## config.mk

```make
export PLATFORM = sky130hd
export DESIGN_NAME = regfile_alu_pipe
export DESIGN_NICKNAME = d
export VERILOG_FILES = /design/src/rtl/regfile_alu_pipe.sv
export SDC_FILE = /design/constraint.sdc
export NUM_CORES = 1
export LEC_CHECK = 0
export BUFFER_PORTS_ARGS = -buffer_cell sky130_fd_sc_hd__buf_2
export CAP_MARGIN = 20
export CELL_PAD_IN_SITES_DETAIL_PLACEMENT = 1
export CELL_PAD_IN_SITES_GLOBAL_PLACEMENT = 1
export CORE_ASPECT_RATIO = 0.6
export CORE_MARGIN = 2
export CORE_UTILIZATION = 55
export DETAILED_ROUTE_END_ITERATION = 16
export PLACE_DENSITY_LB_ADDON = 0.1
export SKIP_CTS_REPAIR_TIMING = 1
export SYNTH_ARGS = -nofsm -noshare
export SYNTH_HDL_FRONTEND = slang
export SYNTH_SLANG_ARGS = --single-unit
```

## constraint.sdc

```tcl
create_clock -name Clk -period 23.6 [get_ports Clk]
set_input_delay 4.72 -clock Clk [delete_from_list [all_inputs] [get_ports Clk]]
set_output_delay 4.72 -clock Clk [all_outputs]
set_load 0.01 [all_outputs]
```

## src/rtl/regfile_alu_pipe.sv

```systemverilog
// Two-stage register-file + ALU pipeline with valid/ready handshakes.
// S1 holds captured operands; S2 is the result/flag register and write-back point.
module regfile_alu_pipe #(
    parameter int WIDTH = 16,
    parameter int NREGS = 16
) (
    input  logic                     Clk,
    input  logic                     Rst,
    input  logic                     in_valid,
    output logic                     in_ready,
    input  logic [3:0]               OpCode,
    input  logic [$clog2(NREGS)-1:0] RdestRegLoc,
    input  logic [$clog2(NREGS)-1:0] RsrcRegLoc,
    input  logic [WIDTH-1:0]         Imm,
    input  logic                     Imm_s,
    output logic                     out_valid,
    input  logic                     out_ready,
    output logic [WIDTH-1:0]         RdestOut,
    output logic [4:0]               Flags
);

    localparam int AW = $clog2(NREGS);
    localparam int M  = WIDTH - 1;

    typedef enum logic [3:0] {
        OP_ADD  = 4'd0,
        OP_SUB  = 4'd1,
        OP_CMP  = 4'd2,
        OP_AND  = 4'd3,
        OP_OR   = 4'd4,
        OP_XOR  = 4'd5,
        OP_NOT  = 4'd6,
        OP_LSH  = 4'd7,
        OP_RSH  = 4'd8,
        OP_ARSH = 4'd9,
        OP_MOV  = 4'd10
    } op_e;

    typedef struct packed {
        logic             valid;
        op_e              op;
        logic [AW-1:0]    dst;
        logic [WIDTH-1:0] a;
        logic [WIDTH-1:0] b;
    } s1_t;

    s1_t              s1_q, s1_d;
    logic [WIDTH-1:0] regs_q [NREGS];
    logic             out_valid_q, out_valid_d;
    logic [WIDTH-1:0] rdest_q, rdest_d;
    logic [4:0]       flags_q, flags_d;

    logic [WIDTH:0]   sum, diff;
    logic [WIDTH-1:0] alu_res, alu_out;
    logic [4:0]       alu_flags;
    logic             c, f, l, defined, writes;
    logic             s1_move, accept, wr_en, fwd_a, fwd_b;
    logic [WIDTH-1:0] opa, opb;

    always_comb begin
        sum     = {1'b0, s1_q.a} + {1'b0, s1_q.b};
        diff    = {1'b0, s1_q.a} - {1'b0, s1_q.b};
        alu_res = '0;
        c       = 1'b0;
        f       = 1'b0;
        l       = 1'b0;
        defined = 1'b1;
        writes  = 1'b1;
        unique case (s1_q.op)
            OP_ADD: begin
                alu_res = sum[M:0];
                c       = sum[WIDTH];
                f       = (s1_q.a[M] == s1_q.b[M]) && (alu_res[M] != s1_q.a[M]);
            end
            OP_SUB, OP_CMP: begin
                alu_res = diff[M:0];
                c       = diff[WIDTH];
                f       = (s1_q.a[M] != s1_q.b[M]) && (alu_res[M] != s1_q.a[M]);
                l       = alu_res[M] ^ f;
                writes  = (s1_q.op == OP_SUB);
            end
            OP_AND:  alu_res = s1_q.a & s1_q.b;
            OP_OR:   alu_res = s1_q.a | s1_q.b;
            OP_XOR:  alu_res = s1_q.a ^ s1_q.b;
            OP_NOT:  alu_res = ~s1_q.a;
            OP_LSH: begin
                alu_res = {s1_q.a[M-1:0], 1'b0};
                c       = s1_q.a[M];
            end
            OP_RSH: begin
                alu_res = {1'b0, s1_q.a[M:1]};
                c       = s1_q.a[0];
            end
            OP_ARSH: begin
                alu_res = {s1_q.a[M], s1_q.a[M:1]};
                c       = s1_q.a[0];
            end
            OP_MOV:  alu_res = s1_q.b;
            default: begin
                defined = 1'b0;
                writes  = 1'b0;
            end
        endcase
        alu_flags = defined ? {alu_res[M], alu_res == '0, f, l, c} : flags_q;
        alu_out   = (s1_q.op == OP_CMP || !defined) ? s1_q.a : alu_res;
    end

    // S1 advances whenever S2 is empty or draining this edge
    assign s1_move  = s1_q.valid && (!out_valid_q || out_ready);
    assign in_ready = !(s1_q.valid && out_valid_q && !out_ready);
    assign accept   = in_valid && in_ready;
    assign wr_en    = s1_move && writes;

    assign fwd_a = wr_en && (s1_q.dst == RdestRegLoc);
    assign fwd_b = wr_en && (s1_q.dst == RsrcRegLoc);
    assign opa   = fwd_a ? alu_res : regs_q[RdestRegLoc];
    assign opb   = Imm_s ? Imm : (fwd_b ? alu_res : regs_q[RsrcRegLoc]);

    always_comb begin
        s1_d        = s1_q;
        out_valid_d = out_valid_q;
        rdest_d     = rdest_q;
        flags_d     = flags_q;
        if (accept) begin
            s1_d.valid = 1'b1;
            s1_d.op    = op_e'(OpCode);
            s1_d.dst   = RdestRegLoc;
            s1_d.a     = opa;
            s1_d.b     = opb;
        end else if (s1_move) begin
            s1_d.valid = 1'b0;
        end
        if (s1_move) begin
            out_valid_d = 1'b1;
            rdest_d     = alu_out;
            flags_d     = alu_flags;
        end else if (out_ready) begin
            out_valid_d = 1'b0;
        end
    end

    always_ff @(posedge Clk or posedge Rst) begin
        if (Rst) begin
            s1_q        <= '0;
            out_valid_q <= 1'b0;
            rdest_q     <= '0;
            flags_q     <= '0;
        end else begin
            s1_q        <= s1_d;
            out_valid_q <= out_valid_d;
            rdest_q     <= rdest_d;
            flags_q     <= flags_d;
        end
    end

    always_ff @(posedge Clk or posedge Rst) begin
        if (Rst) begin
            for (int i = 0; i < NREGS; i++) regs_q[i] <= '0;
        end else if (wr_en) begin
            regs_q[s1_q.dst] <= alu_res;
        end
    end

    assign out_valid = out_valid_q;
    assign RdestOut  = rdest_q;
    assign Flags     = flags_q;

endmodule

```

==> summary.txt, run 1 <==
Outcome
  – Status: finished, final reports clean

Setup path
  – Critical path, cell by cell: buf_2 > nand3b_1 > buf_2
  – Worst endpoint required time: 18880 ps
  – Worst path most repeated cell: buf_2
  – Critical Path Sink Type: output port
  – Worst setup SP type: input port
  – Worst path top cell family by delay: buffers and inverters
  – Max stage delay on crit path: 350 ps
  – CP max stage cell: nand3b_1
  – CP arrival: roughly 5400 ps
  – Critical path type: input port to output port
  – Worst path buffer plus inverter count: 2
  – Max FO, Critical Path: 8

Clock network
  – CTS tree: built
  – H-tree Lvls: 2
  – Cts bufs inserted: 34
  – Sink Count: 319
  – CTS clk-pin slew, worst paths: 60 ps
  – Root Driver: clkbuf_16
  – Clk buf depth: 3
  – Latest clock arrival within the worst-skew pair: 540 ps

Route
  – Avg Vias per Cell: 7.179
  – 1st-iter DRT viols: between 2000 and 2500
  – Detail Route Antenna Nets: 0
  – Vias post-DR: approximately 17000
  – Post-route DRC: 0
  – DR pass1 iterations: 7
  – Routed wire per std cell: 30.59 µm
  – Final wirelength: between 70000 and 80000 µm

Power
  – Worst vdd rail ir drop: roughly 0.083 mV
  – Leakage: between 9 and 10 nW
  – Power per Cell Area: 138.1 nW/µm²

Synth
  – Post-synth EDFFs: 0
  – Post-Syn Area: 19660 µm²
  – Netlist cell types: 79
  – YS warnings: 0
  – FF+latch count, synth: between 300 and 400
  – Avg Inst Size Synth: slightly above 10 µm²
  – Top FF cell, synth: dfrtp_1
  – Mapped Nets: 1993
  – Asr flop ratio synth: 100.0%
  – Register area share after synthesis: 40.60%
  – Synth Instances: 1906

Cells and area
  – # diodes: 0
  – Final net count: roughly 2000
  – Post-layout util: 60.79%
  – FF+latch area: 7983 µm²
  – Number of fill cells in the layout: 3739
  – Fraction of layout cells with a size suffix above 1: 20.78%
  – Synth-to-Final Area Change: 8.654%
  – Area occupied by multi-input gates: 10800 µm²

Global route
  – Global-route wire length before repair: 109700 µm
  – Number of global-route vias before repair: 17162
  – Total gr overflow: 0
  – All-layer global routing usage: about 40%
  – Initial antenna violation count: 2
  – Largest net degree at the start of global routing: 100

Floorplanning
  – Initial Util: 55.95%
  – Core footprint: 35150 µm²
  – IO Pins: 56
  – Die extent in x: 248.1 µm
  – Die Area: 37330 µm²
  – Row cnt: 53
  – Height of the die: about 150 µm

Placement
  – Gpl congestion: 0.9697
  – IO buf count: 55
  – Final HPWL DP: 47740 µm

STA
  – Max Clock Skew: 20.35 ps
  – Final worst path period share: about 43%
  – TNS Setup: 0 ps
  – Final min period: slightly above 10000 ps
  – Slew Limit Fails: 0
  – Fin. Hold Viols: 0
  – RSZ-0062 raised after global routing: false
  – Setup Viol. Count Final: 0
  – Hold_ws: 479.7 ps
  – Slew at the pin closest to its max-slew limit: 1139 ps
  – Relative slew slack: 23.94%
  – Max Fclk: 98.53 MHz

Hold path
  – Worst hold path type: flip-flop to flip-flop

Flow run
  – # Max-Cap Violations: 0
## worst register-to-register path, stage by stage, from the launching register on
cell,delay (ps)
dfrtp_1,510
inv_1,110
ha_1,610
nor3_1,140
a2111oi_2,810
a211o_1,310
a31oi_1,220
o21ai_0,330
nand2b_1,90
a21oi_1,180
o21ai_0,140
fa_1,510
a2111oi_0,400
o41ai_1,180
nor2_2,820
nor4b_2,390
a41o_1,200
## worst paths after layout
check	start	endpoint	slack (ps)	cells past startpoint
worst min-delay path	RdestOut[15]$_DFFE_PP0P_	RdestOut[15]$_DFFE_PP0P_	480	1
worst min register to register	RdestOut[15]$_DFFE_PP0P_	RdestOut[15]$_DFFE_PP0P_	480	1
worst max-delay path	out_ready	in_ready	13450	3
worst max register to register	s1_q[20]$_DFFE_PP0P_	Flags[3]$_DFFE_PP0P_	17570	16
max in group asynchronous	Rst	RdestOut[3]$_DFFE_PP0P_	16930	4
min in group asynchronous	Rst	regs_q[29]$_DFFE_PP0P_	4300	2
## power by group
part / switching [mW] / total (mW) / internal, mW / leakage [nW]
clock: 0.240 / 0.547 / 0.307 / 0.542
sequential: 0.249 / 1.04 / 0.789 / 4.01
combinational: 0.804 / 1.37 / 0.562 / 4.47
total: 1.29 / 2.95 / 1.66 / 9.02
## layout make-up
type                    instances  area share [%]
flip-flops and latches        319           37.36
clock buffers                  46           4.621
multi-input cells            1355           50.57
repair buffers                106           3.233
inverters                      52          0.9487
well taps                     467           2.735
clock inverters                13          0.5329
## flip-flops by register name, indices dropped and copies added (netlist names)
name	cells
RdestOut	16
regs_q	256
Flags	5
s1_q	41
out_valid	1
## synth_stat cells, types with 5 or more instances
master | n | area, µm²
o2111ai_1 | 5 | 43.79
buf_2 | 41 | 205.2
nor3b_1 | 5 | 37.54
nor4_1 | 8 | 50.05
and3_1 | 5 | 31.28
mux2_2 | 43 | 484.2
clkbuf_1 | 113 | 424.2
nand3b_1 | 8 | 60.06
o211ai_1 | 15 | 112.6
a21oi_1 | 197 | 986.0
a211oi_1 | 17 | 127.6
a31oi_1 | 5 | 31.28
a22oi_1 | 10 | 75.07
buf_1 | 21 | 78.83
mux2i_1 | 13 | 130.1
or3_1 | 6 | 37.54
mux4_2 | 161 | 3626
o31a_1 | 9 | 78.83
a221o_1 | 7 | 70.07
a2111oi_0 | 5 | 43.79
nor2b_1 | 18 | 112.6
o22ai_1 | 6 | 37.54
a21o_1 | 11 | 82.58
o211a_1 | 5 | 50.05
o21ai_0 | 162 | 810.8
ha_1 | 51 | 638.1
xnor2_1 | 8 | 70.07
and2_1 | 5 | 31.28
a41oi_1 | 5 | 43.79
nor3_1 | 10 | 50.05
nand2_1 | 175 | 656.9
nor2_1 | 215 | 807.0
nand2b_1 | 28 | 175.2
o221ai_1 | 10 | 87.58
o31ai_1 | 12 | 90.09
nand3_1 | 20 | 100.1
o21a_1 | 5 | 37.54
a221oi_1 | 8 | 70.07
dfrtp_1 | 319 | 7983
and3b_1 | 6 | 52.55
inv_1 | 51 | 191.4
a32oi_1 | 8 | 70.07
## cells in the final DEF, fill, tap and decap left out, types with 6 or more instances in the layout
master,n
a211oi_1,16
xnor2_1,8
nor3_1,9
dfrtp_1,319
clkbuf_16,35
nand3_1,19
a221o_1,7
nor2_1,205
a21oi_1,197
nand2_1,174
a32oi_1,8
buf_2,53
mux2i_1,13
mux4_2,161
o31ai_1,12
mux2_2,43
nor2b_1,18
a221oi_1,6
a21o_1,11
o31a_1,9
clkbuf_8,7
inv_1,50
o22ai_1,6
o21ai_0,162
or3_1,6
and3b_1,6
o211ai_1,15
o221ai_1,10
buf_4,51
nor4_1,7
nand3b_1,8
a22oi_1,10
nand2b_1,28
nor2_2,10
ha_1,51
## stage by stage
stage	setup slack, ps	cell area (µm²)	power (mW)	instances
after global routing	13430	21370	3.101	2358
after CTS	13460	21320	2.901	2356
final	13450	21370	2.951	2358
after global placement	13490	20220	2.233	2297
after floorplan	10050	19660	1.875	1906
after detailed placement	13450	20220	2.329	2297
## logic make-up after synthesis
kind of cell             synth area share (%)
multiplexers                            21.56
adder cells (fa/ha/maj)                 3.551
AO/OA/AOI/OAI                           16.82
buffers and inverters                   4.823
flip-flops                              40.60
XOR/XNOR                               0.4900
AND/OR/NAND/NOR                         12.16
## per-layer routing
| layer | global-route usage [%] | part of all wire [%] | vias up |
|---|---|---|---|
| met4 | 12.14 | 2.9 | 0 |
| met3 | 10.34 | 11 | 151 |
| met5 | 0 | 0 | - |
| li1 | - | - | 6951 |
| met2 | 57.28 | 44 | 994 |
| met1 | 59.57 | 42 | 8832 |
Power figures use the tool's default switching activity.
==> run 2: changes to the inputs <==
--- a/config.mk
+++ b/config.mk
@@ -5,13 +5,14 @@
 export SDC_FILE = /design/constraint.sdc
 export NUM_CORES = 1
 export LEC_CHECK = 0
+export ABC_AREA = 1
 export BUFFER_PORTS_ARGS = -buffer_cell sky130_fd_sc_hd__buf_2
 export CAP_MARGIN = 20
 export CELL_PAD_IN_SITES_DETAIL_PLACEMENT = 1
 export CELL_PAD_IN_SITES_GLOBAL_PLACEMENT = 1
 export CORE_ASPECT_RATIO = 0.6
 export CORE_MARGIN = 2
-export CORE_UTILIZATION = 55
+export CORE_UTILIZATION = 47
 export DETAILED_ROUTE_END_ITERATION = 16
 export PLACE_DENSITY_LB_ADDON = 0.1
 export SKIP_CTS_REPAIR_TIMING = 1
==> constraint.sdc (replaced) <==
create_clock -name Clk -period 10.2 [get_ports Clk]
set_input_delay 2.04 -clock Clk [delete_from_list [all_inputs] [get_ports Clk]]
set_output_delay 2.04 -clock Clk [all_outputs]
set_load 0.01 [all_outputs]
==> run 2 against run 1 <==
Count of clock-buffer cells in the layout is the same. Global-route usage grew 0.29 points. Final cell count grew 46%. Routed wire length grew 26%. Power grew 98%. First-iteration DRC count grew 35%. Worst setup slack lost 8300 ps. Critical path depth grew 20. Critical path type is now flip-flop to flip-flop. Final area grew 3.4%. Sequential power grew 110%.
==> summary.txt, run 2 <==
STA
  – TNS Setup: 0 ps (unchanged)
  – Max Fclk: between 150 and 200 MHz
  – Final min period: 5022 ps
  – Fin. Hold Viols: 0 (unchanged)
  – Slew at the pin closest to its max-slew limit: 1226 ps (+87.03 ps)
  – Relative slew slack: 18.20% (-5.7 points)
  – Max Clock Skew: 23.56 ps (+3.206 ps)
  – Setup Viol. Count Final: 0 (unchanged)
  – Slew Limit Fails: 0 (unchanged)
  – RSZ-0062 raised after global routing: false
  – Final worst path period share: 49.23%
  – Hold_ws: 483.1 ps (+3.368 ps)
  – Setup WS post-layout: 5178 ps (-8273 ps)

Cells and area
  – Commonest non-fill, non-tap cell in the layout: nand2_1
  – Most frequent cells in the layout: nand2_1, o21ai_0, dfrtp_1
  – Synth-to-Final Area Change: 8.259%
  – Final net count: 2921 (+49%)
  – Fraction of layout cells with a size suffix above 1: 7.523% (-13 points)
  – Number of fill cells in the layout: 5548 (+48%)
  – Biggest register: regs_q
  – Max reg flops: 256 (unchanged)

Synth
  – FF+latch count, synth: 319 (unchanged)
  – Synth Instances: 2905 (+52%)
  – Most frequent cell after synthesis: nand2_1
  – Post-synth EDFFs: 0 (unchanged)
  – Top FF cell, synth: dfrtp_1
  – Netlist cell types: 44 (-44%)
  – Top cell type's share of synthesized area: 39.12% (-1.5 points)
  – Synth cell count leaders: nand2_1, o21ai_0, dfrtp_1
  – Register area share after synthesis: 39.12% (-1.5 points)
  – Post-Syn Area: 20410 µm² (+3.8%)
  – Asr flop ratio synth: 100.0% (unchanged)
  – YS warnings: 0 (unchanged)
  – Mapped Nets: 2992 (+50%)
  – Avg Inst Size Synth: 7.024 µm² (-32%)
  – Synth area leaders: dfrtp_1, o21ai_0, nand2_1
  – Leading area contributor after synthesis: dfrtp_1

Floorplanning
  – Core footprint: 43110 µm² (+23%)
  – Die Area: 45150 µm² (+21%)
  – Row cnt: 59 (+11%)
  – Height of the die: 165.4 µm (+9.9%)
  – Initial Util: 47.33% (-8.6 points)
  – Die extent in x: 273 µm (+10%)
  – IO Pins: 56 (unchanged)

Power
  – Power per Cell Area: 264.4 nW/µm² (+91%)
  – Leakage: 10.22 nW (+13%)
  – Worst vdd rail ir drop: 0.1722 mV (+110%)

Flow run
  – # Max-Cap Violations: 0 (unchanged)

Outcome
  – Status: finished, final reports clean

Setup path
  – Crit path from: s1_q[24]$_DFFE_PP0P_
  – Cell depth of the worst setup path: 23 (+20)
  – Critical path type: flip-flop to flip-flop
  – Worst path top cell family by delay: simple AND/OR/NAND/NOR gates
  – Worst Setup EP: RdestOut[15]$_DFFE_PP0P_
  – RR Startpoint: s1_q[24]$_DFFE_PP0P_
  – CP arrival: 5410 ps (-20 ps)
  – Worst path most repeated cell: nand2_1
  – Reg2reg path depth: 23 (+7)
  – Max FO, Critical Path: 14 (+6)
  – Flop-to-flop setup slack: 5180 ps (-12390 ps)
  – Critical path, cell by cell: inv_1 > ha_1 > inv_1 > nand2_1 > nand2_1 > inv_1 > nand2_1 > nand2_1 > nand2_1 > nor2_1 > nor2_1 > o21ai_0 > nand2_1 > fa_1 > nand2_1 > nand2_1 > nor2_1 > nand2_1 > nor2_1 > buf_4 > inv_1 > o21ai_0 > nand2_1
  – Max stage delay on crit path: 880 ps (+530 ps)
  – Worst endpoint required time: 10590 ps (-8290 ps)
  – CP max stage cell: o21ai_0
  – Critical Path Sink Type: flip-flop
  – RR Endpoint: RdestOut[15]$_DFFE_PP0P_
  – Worst setup SP type: flip-flop
  – Worst path buffer plus inverter count: 5 (+3)

Global route
  – Largest net degree at the start of global routing: 108 (+8.0%)
  – Number of global-route vias before repair: 21429 (+25%)
  – All-layer global routing usage: 40.17% (+0.29 points)
  – Initial antenna violation count: 1 (-1)
  – Total gr overflow: 0 (unchanged)
  – Global-route wire length before repair: 135900 µm (+24%)

Clock network
  – Root Driver: clkbuf_16
  – Latest clock arrival within the worst-skew pair: 550 ps (about the same)
  – Cts bufs inserted: 34 (unchanged)
  – CTS clk-pin slew, worst paths: 70 ps (about the same)
  – CTS tree: built
  – Clk buf depth: 3 (unchanged)
  – H-tree Lvls: 2 (unchanged)
  – Sink Count: 319 (unchanged)

Route
  – Avg Vias per Cell: 6.324 (-12%)
  – DR pass1 iterations: 6 (-1)
  – 1st-iter DRT viols: 2854 (+35%)
  – Final wirelength: 90560 µm (+26%)
  – Detail Route Antenna Nets: 0 (unchanged)
  – Post-route DRC: 0 (unchanged)
  – Vias post-DR: 21743 (+28%)
  – Routed wire per std cell: 26.34 µm (-14%)

Hold path
  – Worst hold path type: flip-flop to flip-flop

Placement
  – Final HPWL DP: 61270 µm (+28%)
  – Dpl ws: 4861 ps (-8589 ps)
  – Gpl congestion: 0.9854 (+1.6%)
  – IO buf count: 55 (unchanged)
## run 2: cell types whose count changed after synthesis, sizes merged, moves of 28 or more
cell and delta:
mux2 -43, mux4 -161, nand3 +151, nand2b -28
o211ai +35, o22ai +39, nand2 +492, inv +232
o21ai +455
## run 2: power breakdown
part	leakage (nW)	total [mW]	switching [mW]	internal (mW)
registers	3.95	2.17	0.388	1.78
clock network	0.605	1.42	0.568	0.848
logic	5.67	2.26	1.61	0.647
## run 2: how the worst min path moves through the flow
stage / from / to / cells after the start
2_1_floorplan: s1_q[40]$_DFFE_PP0P_ / out_valid$_DFFE_PP0P_ / 2
3_3_place_gp: RdestOut[10]$_DFFE_PP0P_ / RdestOut[10]$_DFFE_PP0P_ / 2
3_5_place_dp: Flags[3]$_DFFE_PP0P_ / Flags[3]$_DFFE_PP0P_ / 2
4_1_cts: Flags[3]$_DFFE_PP0P_ / Flags[3]$_DFFE_PP0P_ / 2
5_1_grt: regs_q[29]$_DFFE_PP0P_ / regs_q[29]$_DFFE_PP0P_ / 2
6_report: Flags[3]$_DFFE_PP0P_ / Flags[3]$_DFFE_PP0P_ / 2
## run 2: routing by layer
metal / global-route usage, % / vias up / routed length [µm]
met3: 11.06 / 209 / 10600
met1: 58.59 / 10834 / 40620
li1: - / 9518 / -
met5: 0 / - / 0
met4: 14.36 / 0 / 3202
met2: 56.59 / 1182 / 36130
## run 2: tightest hold or removal path, stage by stage, from the launching register on
cell	delay, ps
dfrtp_1	340
nand2_1	50
nand2_1	50
## run 2: kinds of logic after synthesis
logic type | synth area share [%]
and+or+nand+nor | 22.47
adders and majority gates | 3.421
DFF | 39.12
xor gates and xnor gates | 0.2576
AOI/OAI and AO/OA | 25.16
buffers and inverters | 9.571
## run 2: per-stage QoR
stage	cells	instance area, µm²	power [mW]	util [%]
global placement	3375	20810	4.196	48.27
finish	3438	22090	5.842	51.24
floorplan	2905	20410	3.502	-
detailed placement	3375	20810	4.319	48.27
global route	3438	22090	6.175	51.24
CTS	3435	22050	5.747	51.14
## run 2: cell type report
class	count	area, µm²	share of cell area (%)
Multi-Input combinational cell	2100	10480	47.43
Sequential cell	319	7983	36.14
Inverter	290	1097	4.967
Clock buffer	46	1010	4.571
Tap cell	579	724.4	3.279
Timing Repair Buffer	89	571.8	2.588
Clock inverter	14	225.2	1.019
Antenna cell	1	2.502	0.01133
